### src/rtl/counter_cmd_arb.sv
// rtl/counter_cmd_arb.sv - two-requester round-robin command arbiter and sequencer for an 8-bit loadable counter
module counter_cmd_arb #(
    parameter int WIDTH = 8
) (
    input  logic               clk,
    input  logic               rst,
    input  logic [1:0]         req_valid,
    input  logic [3:0]         req_op,
    input  logic [2*WIDTH-1:0] req_data,
    output logic [1:0]         req_ready,
    output logic               ld,
    output logic               inc,
    output logic [WIDTH-1:0]   data_in,
    input  logic [WIDTH-1:0]   q,
    output logic               done,
    output logic               done_id,
    output logic [WIDTH-1:0]   done_q,
    output logic               busy
);

    localparam logic [1:0] OP_LOAD = 2'b00;
    localparam logic [1:0] OP_INC  = 2'b01;

    typedef enum logic [1:0] {
        IDLE   = 2'd0,
        EXEC   = 2'd1,
        SETTLE = 2'd2
    } state_t;

    state_t             state;
    state_t             state_nxt;
    logic [1:0]         op_r;
    logic [WIDTH-1:0]   data_r;
    logic               id_r;
    logic               last_grant;
    logic [WIDTH-1:0]   cnt;

    logic               win_id;
    logic               accept;
    logic [1:0]         sel_op;
    logic [WIDTH-1:0]   sel_data;
    logic               sel_inc;
    logic               op_is_inc;
    logic               op_is_load;

    // On contention the requester that did not win last time gets the grant.
    assign win_id   = (&req_valid) ? ~last_grant : req_valid[1];
    assign accept   = (state == IDLE) && (|req_valid);
    assign sel_op   = win_id ? req_op[3:2] : req_op[1:0];
    assign sel_data = win_id ? req_data[2*WIDTH-1:WIDTH] : req_data[WIDTH-1:0];
    assign sel_inc  = (sel_op == OP_INC);

    assign op_is_inc  = (op_r == OP_INC);
    assign op_is_load = (op_r == OP_LOAD);

    always_ff @(posedge clk or negedge rst) begin
        if (!rst) begin
            state <= IDLE;
        end else begin
            state <= state_nxt;
        end
    end

    always_comb begin
        state_nxt = state;
        case (state)
            IDLE: begin
                if (accept) begin
                    state_nxt = (sel_inc && (sel_data == '0)) ? SETTLE : EXEC;
                end
            end
            EXEC: begin
                if (!op_is_inc || (cnt == WIDTH'(1))) begin
                    state_nxt = SETTLE;
                end
            end
            SETTLE:  state_nxt = IDLE;
            default: state_nxt = IDLE;
        endcase
    end

    always_comb begin
        ld        = 1'b0;
        inc       = 1'b0;
        data_in   = '0;
        req_ready = 2'b00;
        busy      = (state != IDLE);
        case (state)
            IDLE: begin
                if (rst && (|req_valid)) begin
                    req_ready = win_id ? 2'b10 : 2'b01;
                end
            end
            EXEC: begin
                if (op_is_inc) begin
                    inc = 1'b1;
                end else begin
                    // CLEAR and the reserved opcode both load zero.
                    ld      = 1'b1;
                    data_in = op_is_load ? data_r : '0;
                end
            end
            default: ;
        endcase
    end

    always_ff @(posedge clk or negedge rst) begin
        if (!rst) begin
            op_r       <= 2'b00;
            data_r     <= '0;
            id_r       <= 1'b0;
            last_grant <= 1'b1;
            cnt        <= '0;
            done       <= 1'b0;
            done_id    <= 1'b0;
            done_q     <= '0;
        end else begin
            done <= (state == SETTLE);
            if (accept) begin
                op_r       <= sel_op;
                data_r     <= sel_data;
                id_r       <= win_id;
                last_grant <= win_id;
                cnt        <= sel_inc ? sel_data : '0;
            end else if ((state == EXEC) && op_is_inc) begin
                cnt <= cnt - WIDTH'(1);
            end
            if (state == SETTLE) begin
                done_q  <= q;
                done_id <= id_r;
            end
        end
    end

endmodule
### config.mk
export PLATFORM = sky130hd
export DESIGN_NAME = counter_cmd_arb
export DESIGN_NICKNAME = d
export VERILOG_FILES = /design/src/rtl/counter_cmd_arb.sv
export SDC_FILE = /design/constraint.sdc
export NUM_CORES = 1
export LEC_CHECK = 0
export ABC_AREA = 0
export CAP_MARGIN = 25
export CORE_MARGIN = 2
export CORE_UTILIZATION = 45
export CTS_BUF_LIST = sky130_fd_sc_hd__clkbuf_4 sky130_fd_sc_hd__clkbuf_8
export CTS_CLUSTER_SIZE = 16
export DETAILED_ROUTE_END_ITERATION = 6
export GPL_TIMING_DRIVEN = 0
export PLACE_DENSITY = 0.78
export SLEW_MARGIN = 10
export SYNTH_ARGS = -nofsm -noshare
export SYNTH_HDL_FRONTEND = slang
export SYNTH_SLANG_ARGS = --single-unit
export TNS_END_PERCENT = 20
### constraint.sdc
create_clock -name clk -period 2.3 [get_ports clk]
set_clock_uncertainty 0.2 [all_clocks]
set_input_delay 0.46 -clock clk [delete_from_list [all_inputs] [get_ports clk]]
set_output_delay 0.46 -clock clk [all_outputs]
set_load 0.02 [all_outputs]
; ---- Word level (Yosys, flattened, before mapping)
; Index checks and enable logic that the tools add are counted.
; Widths: inputs -> output; s select.
[word_totals]
wordCells = 52
reg_bits = 32
output_inout_bits = 23
input_bits = 32
[op_classes]
eq_ne = 7
n_addsub = 1
n_bitwise = 1
n_reduce_logical = 14
n_mux = 20
[op_table]
columns = cell, n
row1 = $mux 8, 7
row2 = $mux 2, 7
row3 = $eq 8x1->1 const B, 1
row4 = $logic_not 8->1, 1
row5 = $sub 8x1->8 const B, 1
row6 = $eq 2x1->1 const B, 3
row7 = $mux 1, 5
row8 = $logic_and 1x1->1, 4
row9 = $logic_not 2->1, 2
row10 = $ne 2x2->1 const B, 2
row11 = $pmux 2 s2, 1
row12 = $reduce_and 2->1, 2
row13 = $reduce_bool 2->1, 2
row14 = $eq 2x2->1 const B, 1
row15 = $reduce_or 2->1, 1
row16 = $logic_not 1->1, 1
row17 = $logic_or 1x1->1, 1
row18 = $not 1->1, 1

; ---- Longest topological paths before layout
[logic_depth]
ltp_word = 8
ltp_mapped = 6
mapped_depth_nobuf = 5

; ---- Worst setup path before layout
; OpenSTA, ideal clock, no wires.
[synth_path]
path_type = register to output
start = reg last_grant
end = out req_ready[0]
stages_incl_launch_ff = 5
t_arrival_ns = 1.291
path_slack_ns = 0.349
t_required_ns = 1.640
path_buffers = 1
path_cell_list = dfstp_2 > nand2_1 > nand2_1 > clkbuf_1 > and3_1
[synth_between]
elab_chain_cells = 5
[synth_rtl]
columns = element, line
row1 = "start, declared", 35  ; logic last_grant;
row2 = "start signal, assigned", 123  ; last_grant <= win_id;
row3 = $not 1->1, 47  ; assign win_id = (&req_valid) ? ~last_grant : req_valid[1];
row4 = $mux 1, 47
row5 = $mux 2, 91  ; req_ready = win_id ? 2'b10 : 2'b01;
row6 = $mux 2, 90  ; if (rst && (|req_valid)) begin
row7 = $mux 2, 88  ; case (state)
row8 = "end, declared", 10  ; output logic [1:0] req_ready,
; No other way between the ends.

; ---- Worst setup path after layout
[layout_path]
start = reg state[1]
end = out data_in[4]
[layout_between]
elab_chain_cells = 2
[layout_rtl]
columns = element, line
row1 = "start, declared", 30  ; state_t state;
row2 = "start signal, assigned", 60  ; state <= state_nxt;
row3 = $eq 2x1->1, 88
row4 = $mux 8, 88
row5 = "end, declared", 13  ; output logic [WIDTH-1:0] data_in,
; No other way between the ends.

==> out/results.ini <==
[status]
outcome = finished, final reports clean

[critical_path]
max_stage_delay_ns = 0.41
startpoint_type = register
r2r_slack_ns = 0.47
required_ns = 1.64
worstSetupEndpointType = output port
crit_path_top_delay_cell = dfrtp_1
path_class = register to output port
path_common_cell = buf_4
cp_cell_sequence = nand2b_4 -> nor3_4 -> buf_4 -> buf_4 -> and2_1 -> buf_6
arrival_ns = 1.59
crit_path_max_fanout = 4
critPathLaunch = state[1]$_DFFE_PN0P_
worstReg2RegStart = state[1]$_DFFE_PN0P_

[cts]
clock_latency_ns = 0.29
clockBufferDepth = 2
clk_pin_slew_worst_paths_ns = 0.07
cts_tree = done
cts_buffers = 5
cts.sinks = 32
h-tree-depth = 2
cts-root-buf = clkbuf_8

[synthesis]
netlist_instances = 175
avgSynthCellArea_um2 = 9.64
ys_types = 33
syn-num-nets = 209
yosysSeqAreaShare_pct = 47.5
ys_ff_latch = 32
synth_edf_count = 0
ys_warn_count = 0
async_flop_share_pct = 100
synth_top_flop_cell = dfrtp_1
syn_area_um2 = 1690

[global_routing]
grt_max_degree = 32
antenna_found_initial = 0
grt_pass1_vias = 1530
gr-usage-all-layers_pct = 22.2
grt_first_pass_wirelength_um = 7120
grt_overflow = 0

[floorplanning]
num_rows = 22
dieWidth_um = 65.2
start_util_pct = 46.5
core_area_um2 = 3630
die_y_um = 65.2
num_io_pins = 55
die-area_um2 = 4260

[routing]
firstDrtPassIters = 4
dr_wl_met2_um = 2010
maxUsedRoutingLayer = met4
wl_met1_um = 1890
ant_nets = 0
drc = 0
wl_met3_um = 297
wl_per_cell_um = 14.4
via_per_inst = 5.35
drtIter0Drc = 43
postRouteWirelength_um = 4270
num_vias = 1590

[pwr]
vdd_drop_max_mv = 0.534
leakage_nw = 1.13
p_per_area_nw_per_um2 = 1230

[sta]
grt_setup_unrepaired = true
hold_violations = 0
fin_ws_ns = 0.0509
tightest_slew_ns = 0.437
slew_viol_final = 0
hold_slack_ns = 0.290
post-route-period-util_pct = 97.8
fin_crit_ns = 2.25
timing.fmax_mhz = 445
setup_violations = 0
slew_headroom_pct = 70.9

[placement]
io_buffers = 54
placed_cells_incl_taps = 277
pre_cts_slack_ns = -0.901
place_congestion = 0.843
hpwl_um = 2900

[hold_path]
min_from = id_r$_DFFE_PN0P_
holdCritPathClass = register to register

[cells_and_area]
layout_commonest_cell = clkdlybuf4s50_1
drive_above_1_share_pct = 22.9
fin_nets = 282
fin_util_pct = 70.1
fin_cells = 297
diodes = 0
layout_common_cells = clkdlybuf4s50_1 (39), dfrtp_1 (30), nand2_1 (22)
area_delta_synth_final_pct = 50.9

[flow_run]
maxCapViolCount = 0

-- stage by stage --
step,TNS (ns),total power [mW],cell area [µm²]
6_report,0,3.13,2550
3_5_place_dp,-4.99,2.41,2280
3_3_place_gp,-8.24,2.39,2290
5_1_grt,-0.0209,3.34,2550
2_1_floorplan,0,1.88,1690
4_1_cts,-0.0422,3.06,2500
-- final timing paths --
path,end,cells past startpoint
max in group asynchronous,state[0]$_DFFE_PN0P_,3
max,data_in[4],6
min in group asynchronous,last_grant$_DFFE_PN1P_,2
min reg2reg,id_r$_DFFE_PN0P_,2
min,id_r$_DFFE_PN0P_,2
max reg2reg,cnt[5]$_DFFE_PN0P_,7
-- synth_stat cells (all sizes together), types with 2 or more instances --
cell type  number  area (µm²)
mux2i           4        40.0
nor2           10        37.5
nor4            5        31.3
buf             6        32.5
dfrtp          31         776
a21oi           9        45.0
xor2            5        43.8
o21a            3        22.5
a31oi           8        50.1
ha              2        25.0
o21ai           8        40.0
nor3            6        30.0
and3            7        43.8
inv             5        18.8
and2            8        50.1
a311oi          5        43.8
nand2          23        86.3
mux2            9         101
nor2b           3        18.8
clkbuf          2        7.51
nand3           5        25.0
-- cell families after synthesis --
family                   synth area share [%]
AO/OA/AOI/OAI                            14.1
XOR/XNOR                                 3.11
adder cells (fa/ha/maj)                  1.48
buffers and inverters                    3.48
flip-flops                               47.5
multiplexers                             8.38
AND/OR/NAND/NOR                          21.9
-- registers in the layout, indices dropped and copies added (netlist names) --
signal      count
cnt             8
data_r          8
done            1
done_id         1
done_q          8
id_r            1
last_grant      1
op_r            2
state           2
-- per-layer routing --
metal | vias up | global-route usage [%]
li1 | 773 | -
met1 | 749 | 29.0
met2 | 61 | 34.7
met3 | 7 | 5.48
met4 | 0 | 10.4
met5 | - | 0
-- critical path: cells and delay by family, from the launching register on --
| kind | cells | cell delay, ns |
|---|---|---|
| DFF | 1 | 0.41 |
| and+or+nand+nor | 3 | 0.50 |
| buffers and inverters | 3 | 0.39 |
-- cell type report --
cell class              instances  area [µm²]
clock inverters                 2        35.0
fillers                       277        1090
repair buffers                 67         628
plain buffers                   7        45.0
flip-flops and latches         32         803
clock buffers                   6        76.3
inverters                       5        18.8
well taps                      48        60.1
multi-input cells             130         880
-- report_power, final --
group	leakage, nW	total, mW	switching (mW)	internal [mW]
Sequential	0.378	1.08	0.227	0.855
Combinational	0.695	1.50	0.732	0.763
Clock	0.0586	0.549	0.216	0.333
Total	1.13	3.13	1.18	1.95
-- what timing repair did --
action | in CTS | in global routing
gates resized for setup | 56 | 16
buffers inserted | 9 | 2
gates cloned | 0 | 0
hold buffers | 2 | 0
pin swaps | 1 | 2
hold endpoints to repair | 31 | 0
endpoints found under the setup margin | 12 | 12
No activity file was read; power rests on OpenSTA's default activity.
